## src/rtl/pmod_gpio_pkg.sv

```systemverilog
// pmod_gpio_pkg: shared limits, row packing helper and tristate reset level for the Pmod GPIO bridge
package pmod_gpio_pkg;
  localparam int MAX_ROWS = 4;
  localparam int MAX_ROW_WIDTH = 8;
  localparam logic TRI_RST = 1'b1;
  function automatic int row_slice_lo(int r, int row_width);
    return r * row_width;
  endfunction
endpackage

```

## src/rtl/pmod_gpio_input_cond.sv

```systemverilog
// pmod_gpio_input_cond: per-pin two-flop synchroniser plus optional debounce feeding a stable level
// Ports: clk, rst (sync, active high), pin_i raw async level, stable_o conditioned level.
// Build option: PMOD_GPIO_DEBOUNCE_EN compiles in the DEBOUNCE_CYCLES hold counter.
module pmod_gpio_input_cond #(
  parameter int DEBOUNCE_CYCLES = 1000
) (
  input  logic clk,
  input  logic rst,
  input  logic pin_i,
  output logic stable_o
);
  logic sync1_q, sync2_q, stable_q, stable_d;
`ifdef PMOD_GPIO_DEBOUNCE_EN
  localparam int CW = DEBOUNCE_CYCLES > 1 ? $clog2(DEBOUNCE_CYCLES) : 1;
  logic [CW-1:0] cnt_q, cnt_d;
  logic diff, done;
  always_comb begin
    diff = sync2_q != stable_q;
    done = cnt_q == CW'(DEBOUNCE_CYCLES - 1);
    stable_d = diff && done ? sync2_q : stable_q;
    cnt_d = diff && !done ? cnt_q + 1'b1 : '0;
  end
  always_ff @(posedge clk)
    if (rst) cnt_q <= '0;
    else cnt_q <= cnt_d;
`else
  always_comb stable_d = sync2_q;
`endif
  always_ff @(posedge clk)
    if (rst) begin
      sync1_q <= 1'b0;
      sync2_q <= 1'b0;
      stable_q <= 1'b0;
    end else begin
      sync1_q <= pin_i;
      sync2_q <= sync1_q;
      stable_q <= stable_d;
    end
  assign stable_o = stable_q;
endmodule

```

## src/rtl/pmod_gpio_bridge.sv

```systemverilog
// pmod_gpio_bridge: registered AXI GPIO tristate to Pmod row bridge with conditioned inputs and sticky change IRQ
// Ports: gpio_in_tri_t/o from AXI GPIO, gpio_in_tri_i conditioned levels back; pin_tri_t/o/i flattened rows
// (row r at [r*ROW_WIDTH +: ROW_WIDTH]); irq_mask, irq_clear (W1C), irq_status sticky flags, irq registered OR.
// Build option: PMOD_GPIO_DEBOUNCE_EN enables per-pin debounce of DEBOUNCE_CYCLES.
module pmod_gpio_bridge
  import pmod_gpio_pkg::*;
#(
  parameter int NUM_ROWS = 2,
  parameter int ROW_WIDTH = 4,
  parameter int DEBOUNCE_CYCLES = 1000
) (
  input  logic                          clk,
  input  logic                          rst,
  input  logic [NUM_ROWS*ROW_WIDTH-1:0] gpio_in_tri_t,
  input  logic [NUM_ROWS*ROW_WIDTH-1:0] gpio_in_tri_o,
  output logic [NUM_ROWS*ROW_WIDTH-1:0] gpio_in_tri_i,
  output logic [NUM_ROWS*ROW_WIDTH-1:0] pin_tri_t,
  output logic [NUM_ROWS*ROW_WIDTH-1:0] pin_tri_o,
  input  logic [NUM_ROWS*ROW_WIDTH-1:0] pin_tri_i,
  input  logic [NUM_ROWS*ROW_WIDTH-1:0] irq_mask,
  input  logic [NUM_ROWS*ROW_WIDTH-1:0] irq_clear,
  output logic [NUM_ROWS*ROW_WIDTH-1:0] irq_status,
  output logic                          irq
);
  localparam int W = NUM_ROWS * ROW_WIDTH;
  logic [W-1:0] tri_t_q, tri_o_q, stable, stable_dly_q, status_q, status_d, evt;
  logic irq_q;
  for (genvar r = 0; r < NUM_ROWS; r++) begin : g_row
    for (genvar c = 0; c < ROW_WIDTH; c++) begin : g_pin
      pmod_gpio_input_cond #(.DEBOUNCE_CYCLES(DEBOUNCE_CYCLES)) u_cond (
        .clk      (clk),
        .rst      (rst),
        .pin_i    (pin_tri_i[row_slice_lo(r, ROW_WIDTH) + c]),
        .stable_o (stable[row_slice_lo(r, ROW_WIDTH) + c])
      );
    end
  end
  // Only unmasked input-mode pins raise events; set beats a same-cycle clear.
  always_comb begin
    evt = (stable ^ stable_dly_q) & tri_t_q & irq_mask;
    status_d = (status_q & ~irq_clear) | evt;
  end
  always_ff @(posedge clk)
    if (rst) begin
      tri_t_q <= {W{TRI_RST}};
      tri_o_q <= '0;
      stable_dly_q <= '0;
      status_q <= '0;
      irq_q <= 1'b0;
    end else begin
      tri_t_q <= gpio_in_tri_t;
      tri_o_q <= gpio_in_tri_o;
      stable_dly_q <= stable;
      status_q <= status_d;
      irq_q <= |status_q;
    end
  assign pin_tri_t = tri_t_q;
  assign pin_tri_o = tri_o_q;
  assign gpio_in_tri_i = stable;
  assign irq_status = status_q;
  assign irq = irq_q;
endmodule

```

## config.mk

```make
export PLATFORM = sky130hd
export DESIGN_NAME = pmod_gpio_bridge
export DESIGN_NICKNAME = d
export VERILOG_FILES = /design/src/rtl/pmod_gpio_pkg.sv /design/src/rtl/pmod_gpio_input_cond.sv /design/src/rtl/pmod_gpio_bridge.sv
export SDC_FILE = /design/constraint.sdc
export NUM_CORES = 1
export LEC_CHECK = 0
export BUFFER_PORTS_ARGS = -buffer_cell sky130_fd_sc_hd__buf_2
export CELL_PAD_IN_SITES_DETAIL_PLACEMENT = 1
export CELL_PAD_IN_SITES_GLOBAL_PLACEMENT = 1
export CORE_MARGIN = 2
export CORE_UTILIZATION = 32
export DETAILED_ROUTE_END_ITERATION = 6
export PLACE_DENSITY_LB_ADDON = 0.1
export SYNTH_ARGS = -nofsm -noshare
export SYNTH_HDL_FRONTEND = slang
export SYNTH_SLANG_ARGS = --single-unit
```

## constraint.sdc

```tcl
create_clock -name clk -period 1 [get_ports clk]
set_clock_uncertainty 0.2 [all_clocks]
set_input_delay 0.1 -clock clk [delete_from_list [all_inputs] [get_ports clk]]
set_output_delay 0.1 -clock clk [all_outputs]
set_load 0.03 [all_outputs]
```

==> results.sh <==
export IMPL_yosys_warnings=0
export IMPL_final_net_count=314
export IMPL_period_share=1.127
export IMPL_globalplace_congestion=0.6737
export IMPL_rr_worst_depth=2
export IMPL_path_buf_inv=1
export IMPL_areaGrowthSynthToFinish_pct=75.94
export IMPL_drtAntennaViolNets=0
export IMPL_critPathKind="reg2out"
export IMPL_synth_cells=155
export IMPL_drt_vias_per_instance=4.175
export IMPL_outcome="complete, but fails checks"
export IMPL_port_buffer_count=74
export IMPL_cp_top_family="flip-flops"
export IMPL_grt_first_pass_wirelength_um=7231
export IMPL_cts_htree_levels=3
export IMPL_drc_errors=0
export IMPL_ys_seq_area_frac=0.6268
export IMPL_antenna_found_initial=0
export IMPL_die_w_um=79.43
export IMPL_diodes=0
export IMPL_avgSynthCellArea_sq_um=11.75
export IMPL_power_w=0.005035
export IMPL_arrival_ns=0.83
export IMPL_postCtsHoldBufs=34
export IMPL_critical_path_startpoint_type="register"
export IMPL_cp_required_ns=0.70
export IMPL_fillers=576
export IMPL_start_util=0.3306
export IMPL_maxCapViolations=0
export IMPL_crit_chain="buf_6"
export IMPL_grt_overflow_total=0
export IMPL_slew_viol_final=0
export IMPL_num_io_pins=75
export IMPL_reg2reg_slack_ns=-0.11
export IMPL_dieArea_sq_mm=0.006308
export IMPL_clock_latency_ns=0.33
export IMPL_dp_cells=293
export IMPL_wl_per_cell_um=13.61
export IMPL_slowest_delay_ns=0.37
export IMPL_finalWirelength_um=4750
export IMPL_root_buffer="clkbuf_8"
export IMPL_grt_max_degree=20
export IMPL_setup_ws_ns=-0.1270
export IMPL_cts_tree="built"
export IMPL_max_vdd_ir_drop_uv=717.6
export IMPL_post_dp_hpwl_um=2920
export IMPL_crit_path_top_delay_cell="dfxtp_4"
export IMPL_hold_viol=15
export IMPL_grt_usage=0.1571
export IMPL_cts_buffers=9
export IMPL_worst_pin_slew_ns=0.2742
export IMPL_grt_pass1_vias=1545
export IMPL_hold_class="in2reg"
export IMPL_cts_sinks=57
export IMPL_core_sq_mm=0.005507
export IMPL_hp_start="irq_clear[7]"
export IMPL_dr_pass1_iters=2
export IMPL_maxSlewHeadroom=0.8159
export IMPL_hold_depth=3
export IMPL_drive_gt1_frac=0.5632
export IMPL_end_kind="output port"
export IMPL_syn_num_nets=197
export IMPL_synth_seq_cells=57
export IMPL_synthFlopType="dfxtp_1"
export IMPL_drtIter0Drc=20
export IMPL_clk_path_buf_depth=2
export IMPL_finalNonFillerCells=349
export IMPL_hold_ws_ns=-0.1744
export IMPL_rsz0062_at_grt="yes"
export IMPL_power_density_mw_per_mm2=1572
export IMPL_clkSlewWorstSetupHoldPaths_ns=0.07
export IMPL_worst_path_max_fanout=3
export IMPL_synth_distinct_cells=18
export IMPL_num_vias=1457
export IMPL_violations="negative hold slack, negative setup slack"
export IMPL_synth_edf_count=0
export IMPL_r2r_start="irq_status[3]$_SDFF_PP0_"
export IMPL_tns_ns=-3.871
export IMPL_ys_async_sr_fraction=0
export IMPL_rows=27
export IMPL_clock_fmax_mhz=887.3
export IMPL_r2r_end="irq_status[3]$_SDFF_PP0_"
export IMPL_holdPathEnd="irq_status[7]$_SDFF_PP0_"
export IMPL_p_leak_nw=1.381
export IMPL_setup_viol=42
export IMPL_syn_cell_area_sq_mm=0.001820
export IMPL_timing_final_crit_period_ns=1.127
export IMPL_chipHeight_um=79.43
[registers in the layout (all words and copies together), names as in the netlist]
register / count
stable_dly_q: 8
g_row.g_pin.u_cond.sync1_q: 8
pin_tri_o: 8
pin_tri_t: 8
g_row.g_pin.u_cond.stable_d: 8
irq: 1
irq_status: 8
g_row.g_pin.u_cond.stable_o: 8
[power breakdown]
group,internal [W],switching [W]
Clock,0.00118,0.000852
Combinational,0.000350,0.000253
Sequential,0.00235,0.0000488
[through the flow]
step | util | worst slack [ns] | hold WS (ns) | instance area (sq um)
global placement | 0.4122 | -0.08878 | 0.07744 | 2270
detailed placement | 0.4122 | -0.1326 | 0.08150 | 2270
CTS | 0.5667 | -0.1401 | -0.1973 | 3120
global route | 0.5817 | -0.1652 | -0.1858 | 3203
floorplan | - | -0.07485 | -0.003957 | 1846
finish | 0.5817 | -0.1270 | -0.1744 | 3203
[synth_stat cells, types with 3 or more instances]
cell type	number	area, sq um
dfxtp_1	57	1141
nor2b_1	33	206.5
buf_4	8	60.06
xnor2_1	8	70.07
and2b_2	7	61.31
nand2_1	6	22.52
o31ai_1	6	45.04
or3b_1	6	52.55
or2_1	5	31.28
buf_2	3	15.01
buf_6	3	33.78
or2_2	3	18.77
[timing repair]
action,in CTS,in global routing
pin swaps,6,5
resized for setup,96,14
endpoints found under the setup margin,40,44
setup buffers,6,1
endpoints found under the hold margin,37,14
[final cells by class]
class                      instances  area (sq um)  share of cell area
timing repair buffer             121          1052              0.3285
clock inverter                     2         10.01            0.003125
multi-input combinational         81         659.4              0.2059
sequential                        57          1200              0.3746
inverter                           2         7.507            0.002344
tap                               72         90.09             0.02813
clock buffer                      14         183.9             0.05742
[per-layer routing]
metal / GRT usage / wire length, um / share of wire
met4: 0.1034 / 110 / 0.023
met1: 0.1695 / 1882 / 0.40
met3: 0.03959 / 218 / 0.046
met2: 0.2706 / 2537 / 0.53
met5: 0 / 0 / 0
[how the worst max path moves through the flow]
| stage | end | slack (ns) | cells past startpoint | from |
|---|---|---|---|---|
| global route | pin_tri_t[5] | -0.17 | 1 | pin_tri_t[5]$_SDFF_PP1_ |
| finish | irq_status[7] | -0.13 | 1 | irq_status[7]$_SDFF_PP0_ |
| CTS | irq_status[7] | -0.14 | 1 | irq_status[7]$_SDFF_PP0_ |
| detailed placement | irq_status[4]$_SDFF_PP0_ | -0.13 | 4 | rst |
| floorplan | irq_status[2]$_SDFF_PP0_ | -0.07 | 2 | irq_status[2]$_SDFF_PP0_ |
| global placement | irq_status[3]$_SDFF_PP0_ | -0.09 | 4 | rst |
[worst min-delay path, cell delays in order]
cell	delay (ns)
buf_2	0.07
or3b_1	0.09
o31ai_1	0.06
[layout by cell type, fill, tap and decap left out, drive strengths merged, types with 2 or more instances in the layout]
cell type	n
clkbuf	14
nand3b	2
inv	2
o31ai	6
clkinv	2
buf	87
and2b	7
nand2	6
nor2b	33
xnor2	8
dfxtp	57
dlygate4sd3	33
or3b	6
o32ai	2
or2	8
nor4	2
[cells by family (layout without fill, tap and decap cells)]
group	count (synthesis)	after routing	share of synthesized area
xor gates and xnor gates	8	8	0.03849
buffers and inverters	17	139	0.06666
AOI/OAI and AO/OA	9	9	0.03711
and+or+nand+nor	64	64	0.2309
DFF	57	57	0.6268
Note: power is estimated with default switching activity, not from simulation.
